### config.mk
export PLATFORM = sky130hd
export DESIGN_NAME = pipeline_hazard_ctrl
export DESIGN_NICKNAME = d
export VERILOG_FILES = /design/src/rtl/pipeline_hazard_ctrl.sv
export SDC_FILE = /design/constraint.sdc
export NUM_CORES = 1
export LEC_CHECK = 0
export ABC_AREA = 1
export CAP_MARGIN = 5
export CORE_AREA = 2 2 39 41
export DETAILED_ROUTE_END_ITERATION = 10
export DIE_AREA = 0 0 41 43
export PLACE_DENSITY = 0.72
export SLEW_MARGIN = 20
export SYNTH_ARGS = -nofsm -noshare
export SYNTH_HDL_FRONTEND = slang
export SYNTH_SLANG_ARGS = --single-unit
### constraint.sdc
create_clock -name clk -period 3.55 [get_ports clk]
set_clock_uncertainty 0.1 [all_clocks]
set_input_delay 0.71 -clock clk [delete_from_list [all_inputs] [get_ports clk]]
set_output_delay 0.71 -clock clk [all_outputs]
set_load 0.1 [all_outputs]
### src/rtl/pipeline_hazard_ctrl.sv
// Hazard sequencer for the 5-stage MIPS pipeline: load-use, taken-branch, jump and memory-stall control.
// Optional HAZARD_PERF_CNT_EN adds saturating stall_cycles/flush_cycles counters.
module pipeline_hazard_ctrl #(
    parameter int REG_W = 5
) (
    input  logic             clk,
    input  logic             reset,
    input  logic [REG_W-1:0] id_rs,
    input  logic [REG_W-1:0] id_rt,
    input  logic             id_uses_rs,
    input  logic             id_uses_rt,
    input  logic             ex_mem_read,
    input  logic [REG_W-1:0] ex_rt,
    input  logic             ex_branch_taken,
    input  logic             id_jump,
    input  logic             mem_stall,
    output logic             pc_write,
    output logic [1:0]       if_id_ctrl,
    output logic             hazard_delay,
    output logic             id_ex_flush,
    output logic [1:0]       ctrl_state
`ifdef HAZARD_PERF_CNT_EN
    ,
    output logic [31:0]      stall_cycles,
    output logic [31:0]      flush_cycles
`endif
);

    typedef enum logic [1:0] {
        RUN      = 2'b00,
        LU_STALL = 2'b01,
        BR_FLUSH = 2'b10,
        BR_DELAY = 2'b11
    } state_t;

    localparam logic [1:0] IFID_CLEAR = 2'b00;
    localparam logic [1:0] IFID_LOAD  = 2'b01;
    localparam logic [1:0] IFID_HOLD  = 2'b10;

    state_t state_q, state_d;
    logic   load_use;

    // A load into $zero never produces a real dependency.
    assign load_use = ex_mem_read && (ex_rt != '0) &&
                      ((id_uses_rs && (id_rs == ex_rt)) ||
                       (id_uses_rt && (id_rt == ex_rt)));

    always_comb begin
        state_d      = state_q;
        pc_write     = 1'b1;
        if_id_ctrl   = IFID_LOAD;
        hazard_delay = 1'b0;
        id_ex_flush  = 1'b0;
        if (mem_stall) begin
            pc_write   = 1'b0;
            if_id_ctrl = IFID_HOLD;
        end else begin
            unique case (state_q)
                RUN: begin
                    if (ex_branch_taken) begin
                        if_id_ctrl  = IFID_CLEAR;
                        id_ex_flush = 1'b1;
                        state_d     = BR_FLUSH;
                    end else if (load_use) begin
                        pc_write    = 1'b0;
                        if_id_ctrl  = IFID_HOLD;
                        id_ex_flush = 1'b1;
                        state_d     = LU_STALL;
                    end else if (id_jump) begin
                        if_id_ctrl = IFID_CLEAR;
                    end
                end
                // The stalled load is now in MEM and covered by forwarding; a
                // newly arrived load is re-checked once back in RUN.
                LU_STALL: begin
                    if (id_jump) begin
                        if_id_ctrl = IFID_CLEAR;
                    end
                    state_d = RUN;
                end
                BR_FLUSH: begin
                    pc_write    = 1'b0;
                    if_id_ctrl  = IFID_CLEAR;
                    id_ex_flush = 1'b1;
                    state_d     = BR_DELAY;
                end
                BR_DELAY: begin
                    hazard_delay = 1'b1;
                    if_id_ctrl   = IFID_CLEAR;
                    id_ex_flush  = 1'b1;
                    state_d      = RUN;
                end
                default: state_d = RUN;
            endcase
        end
    end

    always_ff @(posedge clk or posedge reset) begin
        if (reset) begin
            state_q <= RUN;
        end else begin
            state_q <= state_d;
        end
    end

    assign ctrl_state = state_q;

`ifdef HAZARD_PERF_CNT_EN
    logic [31:0] stall_cnt_q, flush_cnt_q;

    always_ff @(posedge clk or posedge reset) begin
        if (reset) begin
            stall_cnt_q <= '0;
            flush_cnt_q <= '0;
        end else begin
            if (!pc_write && (if_id_ctrl == IFID_HOLD) && (stall_cnt_q != 32'hFFFF_FFFF)) begin
                stall_cnt_q <= stall_cnt_q + 32'd1;
            end
            if (id_ex_flush && (flush_cnt_q != 32'hFFFF_FFFF)) begin
                flush_cnt_q <= flush_cnt_q + 32'd1;
            end
        end
    end

    assign stall_cycles = stall_cnt_q;
    assign flush_cycles = flush_cnt_q;
`endif

endmodule

### After elaboration in Yosys (flattened, before gate mapping)

Cells that the tools add are included.

| storage, ports and cells | value |
|---|---|
| input bits | 23 |
| output and inout bits | 7 |
| word-level logic and storage cells | 36 |
| flip-flop bits (word level) | 2 |

| operators by class | value |
|---|---|
| reduce and logical (&&, ||, !) cells | 10 |
| equal/unequal tests | 6 |
| muxes and demuxes | 18 |
| bitwise logic cells | 1 |

Operators with widths:

| kind | count |
|---|---|
| case mux 2 bit (3 select lines) | 2 |
| equality test 5 bit | 2 |
| 2-to-1 mux 2 bit | 5 |
| 2-to-1 mux 1 bit | 9 |
| nonzero test 5 bit | 1 |
| equality test 2 bit (second input constant) | 2 |
| logical AND 1 bit | 4 |
| case mux 1 bit (2 select lines) | 2 |
| OR reduction 2 bit | 2 |
| inequality test 3 bit (second input constant) | 1 |
| equality test 2 x 1 -> 1 bit (second input constant) | 1 |
| zero test 2 bit | 1 |
| AND reduction 2 bit | 1 |
| logical OR 1 bit | 1 |
| NOT 1 bit | 1 |

### Longest topological paths before layout

| depth | value |
|---|---|
| depth after elaboration | 8 |
| gate-level depth with buffers | 10 |
| depth with buffers taken out | 10 |

### Least setup slack after synthesis

Ideal clock, no wire load.

| timing path | value |
|---|---|
| kind | register to output |
| start point | reg state_q[0] (netlist: ctrl_state[0]) |
| end point | out pc_write |
| path slack | -631 ps |
| data required time | 2,740 ps |
| stages on the path, launching flop included | 5 |
| arrival | 3,371 ps |
| path buffers | 0 |
| cell sequence | dfrtp_1 > nor3_1 > nand3_1 > nand2_1 > nor2_1 |

| on the way | value |
|---|---|
| cells in the longest elaborated chain, start to end | 3 |
| elaborated cells on any way between the ends | 4 |
| those cells by class | eq/ne (1); mux (2); reduce/logical (1) |

RTL lines:

| what | line | RTL |
|---|---|---|
| from (decl) | 40 | `state_t state_q, state_d;` |
| from (signal assigned) | 102 | `state_q <= state_d;` |
| equality test 2 bit / zero test 2 bit (equally long branches) | 58 | `unique case (state_q)` |
| case mux 1 bit (2 select lines) (*) | 58 |  |
| 2-to-1 mux 1 bit (*) | 54 | `if (mem_stall) begin` |
| to (decl) | 17 | `output logic pc_write,` |

Every way passes the cells marked *; elsewhere a longest branch is shown, timed or not.

### Worst setup path after layout

| timing path | value |
|---|---|
| start point | in ex_rt[3] |
| end point | out if_id_ctrl[0] |

| on the way | value |
|---|---|
| cells in the longest elaborated chain, start to end | 8 |
| elaborated cells on any way between the ends | 12 |
| those cells by class | eq/ne (2); mux (4); reduce/logical (6) |

RTL lines:

| what | line | RTL |
|---|---|---|
| from (decl) | 13 | `input logic [REG_W-1:0] ex_rt,` |
| equality test 5 bit, on equally long branches | 45, 46 |  |
| logical AND 1 bit, on equally long branches | 45, 46 |  |
| logical OR 1 bit | 45 | `((id_uses_rs && (id_rs == ex_rt)) \|\|` |
| logical AND 1 bit (*) | 44 | `assign load_use = ex_mem_read && (ex_rt != '0) &&` |
| 2-to-1 mux 2 bit (*) | 64 | `end else if (load_use) begin` |
| 2-to-1 mux 2 bit (*) | 60 | `if (ex_branch_taken) begin` |
| case mux 2 bit (3 select lines) (*) | 58 |  |
| 2-to-1 mux 2 bit (*) | 54 |  |
| to (decl) | 18 | `output logic [1:0] if_id_ctrl,` |

Marks and branches as above.

==> flow_metrics.tcl <==
set metrics [dict create \
    htreeDepth 1 \
    grt_pass1_wl_mm 1.45 \
    vdd.ir_drop.worst_v 0.000532 \
    finalSetupViolations 0 \
    overflow 0 \
    clk_latency_ns 0.22 \
    register_area_um2 50.0 \
    cts_resized 0 \
    grt_pass1_vias 393 \
    relSlewSlack_pct 77.1 \
    critPathKind "in2out" \
    fmax_mhz 337 \
    worstSetupEndpointType "primary output" \
    crit_buf_inv 4 \
    areaGrowthSynthToFinish_pct 96.1 \
    drtAntennaViolNets 0 \
    post_cts_buffers 0 \
    holdBufCountCts 0 \
    cts_tree "done" \
    sw_frac_of_total_pct 60.9 \
    hp-start "ctrl_state[0]" \
    wl_per_cell_um 7.90 \
    combPwrFrac_pct 77.7 \
    fp.dieArea_um2 1760 \
    syn_avg_cell_area_um2 4.62 \
    dieWidth_um 41 \
    hold_viol_final 0 \
    ys_seq_area_share_pct 12.9 \
    pre_cts_ws_ns 0.571 \
    tightest_slew_ns 0.341 \
    total_leakage_power_uw 0.000422 \
    num_rows 14 \
    status "finished, final reports clean" \
    syn_inst 84 \
    vias 537 \
    p_clk_share_pct 10.9 \
    root_buffer "clkbuf_4" \
    crit_slowest_cell "clkdlybuf4s50_1" \
    rsz0062_at_grt "no" \
    drt-vias-per-instance 4.07 \
    pin_count 30 \
    start_kind "primary input" \
    synth-seq-cells 2 \
    synth-warning-count 0 \
    cts_buffers 3 \
    p_int_uw 179 \
    fin_crit_sh_pct 83.6 \
    drt_first_pass_iters 4 \
    drive_gt1_share_pct 18.1 \
    cp_cell_sequence "clkdlybuf4s50_1 > inv_2 > nand4_1 > o21ai_0 > inv_1 > nand2_2 > nand2_2 > a21oi_1 > buf_12" \
    wl_mm 1.04 \
    timing.rr.start "ctrl_state[0]" \
    crit_path_max_fanout 4 \
    path_delay_family "buffers and inverters" \
    drtIter0Drc 7 \
    fillers 142 \
    synth_nets 107 \
    crit_start "ex_rt[3]" \
    cts_buffer_depth 2 \
    syn_area_um2 388 \
    slew_viol_final 0 \
    core_area_um2 1380 \
    power.total_uw 459 \
    largest_reg_flops 2 \
    tns_ns 0 \
    initial_utilization_pct 28.0 \
    cts.sinks 2 \
    ys_types 13 \
    path_common_cell "nand2_2" \
    p_switching_uw 280 \
    grt.total_usage_pct 11.8 \
    cp_slowest_stage_delay_ns 0.47 \
    num-nets-final 141 \
    multi_input_area_um2 278 \
    critical_path_arrival_ns 2.16 \
    required_ns 2.74 \
    hp-class "reg2reg" \
    antenna_found_initial 0 \
    port-buffer-count 29 \
    period_needed_ns 2.97 \
    setup_ws_ns 0.581 \
    gp_congestion 0.831 \
    num_antenna_cells 0 \
    die_h_um 43 \
    cap_violations 0 \
    clk_pin_slew_worst_paths_ns 0.03 \
    drc_errors 0 \
    seqPwrFrac_pct 11.4 \
    grt_max_degree 8 \
    dpl.hpwl_um 901 \
    power_density_nw_per_um2 603 \
]
==> cells in the mapped netlist (all sizes together) <==
cell	count	share of area, %
nand2	39	41
inv	18	17
nor2	15	15
a21oi	3	3.9
nand3	3	3.9
dfrtp	2	13
nand4	1	1.6
nor3	1	1.3
o21ai	1	1.3
or2	1	1.6
==> metrics by stage <==
step	area, µm²	utilization, %	instances	hold slack, ns
2_1_floorplan	395	-	84	0.351
3_3_place_gp	738	53.3	129	0.463
3_5_place_dp	738	53.3	129	0.464
4_1_cts	761	55.0	132	0.455
5_1_grt	761	55.0	132	0.480
6_report	761	55.0	132	0.455
==> worst register-to-register path, stage by stage, from the launching register on <==
cell and delay (ns):
dfrtp_1 0.42, nor3_1 0.35, nor2_1 0.07, nor2_1 0.09
nand2_1 0.06, nand2_1 0.05
==> power groups by stage <==
stage               logic (µW)  registers [µW]  clock network [µW]
floorplan                  166             134                   0
global placement           357            52.2                   0
detailed placement         358            52.1                   0
CTS                        359            51.6                53.3
global route               374            53.2                52.9
finish                     357            52.2                50.1
==> cell usage in the layout (no fill, tap or decap) <==
master / Yosys / layout
nand3_1: 3 / 3
inv_1: 15 / 15
clkbuf_4: 0 / 3
or2_2: 1 / 1
o21ai_0: 1 / 1
nor3_1: 1 / 1
nor2_4: 0 / 1
a21oi_1: 3 / 3
nor2_1: 14 / 13
clkdlybuf4s50_1: 0 / 22
nor2_2: 1 / 1
dfrtp_1: 2 / 2
nand4_1: 1 / 1
inv_2: 3 / 3
nand2_1: 34 / 34
nand2_2: 5 / 5
buf_4: 0 / 3
buf_12: 0 / 4
==> final timing paths <==
check                      cells past startpoint  slack, ns            end
setup / recovery                               9       0.58  if_id_ctrl[0]
min in group asynchronous                      2       0.54  ctrl_state[1]
hold / removal                                 1       0.45  ctrl_state[1]
hold reg to reg                                1       0.45  ctrl_state[1]
setup reg to reg                               5       2.34  ctrl_state[0]
max in group asynchronous                      2       2.70  ctrl_state[0]
==> per-layer routing <==
layer	track usage (%)	vias up	share of wire (%)
li1	-	311	-
met1	14.1	216	46
met2	19.4	10	50
met3	3.14	0	3.8
met4	4.00	0	0
met5	0	-	0
==> kinds of logic after synthesis <==
group                  Yosys count  share of synthesized area [%]
and+or+nand+nor                 60                           64.5
DFF                              2                           12.9
buffers and inverters           18                           17.4
AOI/OAI and AO/OA                4                           5.16
==> cell type report <==
cell class / instances / share of cell area [%]
Tap cell: 16 / 2.63
Sequential cell: 2 / 6.58
Timing Repair Buffer: 29 / 42.4
Inverter: 18 / 8.88
Multi-Input combinational cell: 64 / 36.5
Clock buffer: 3 / 2.96
Note: power is estimated with default switching activity, not from simulation.
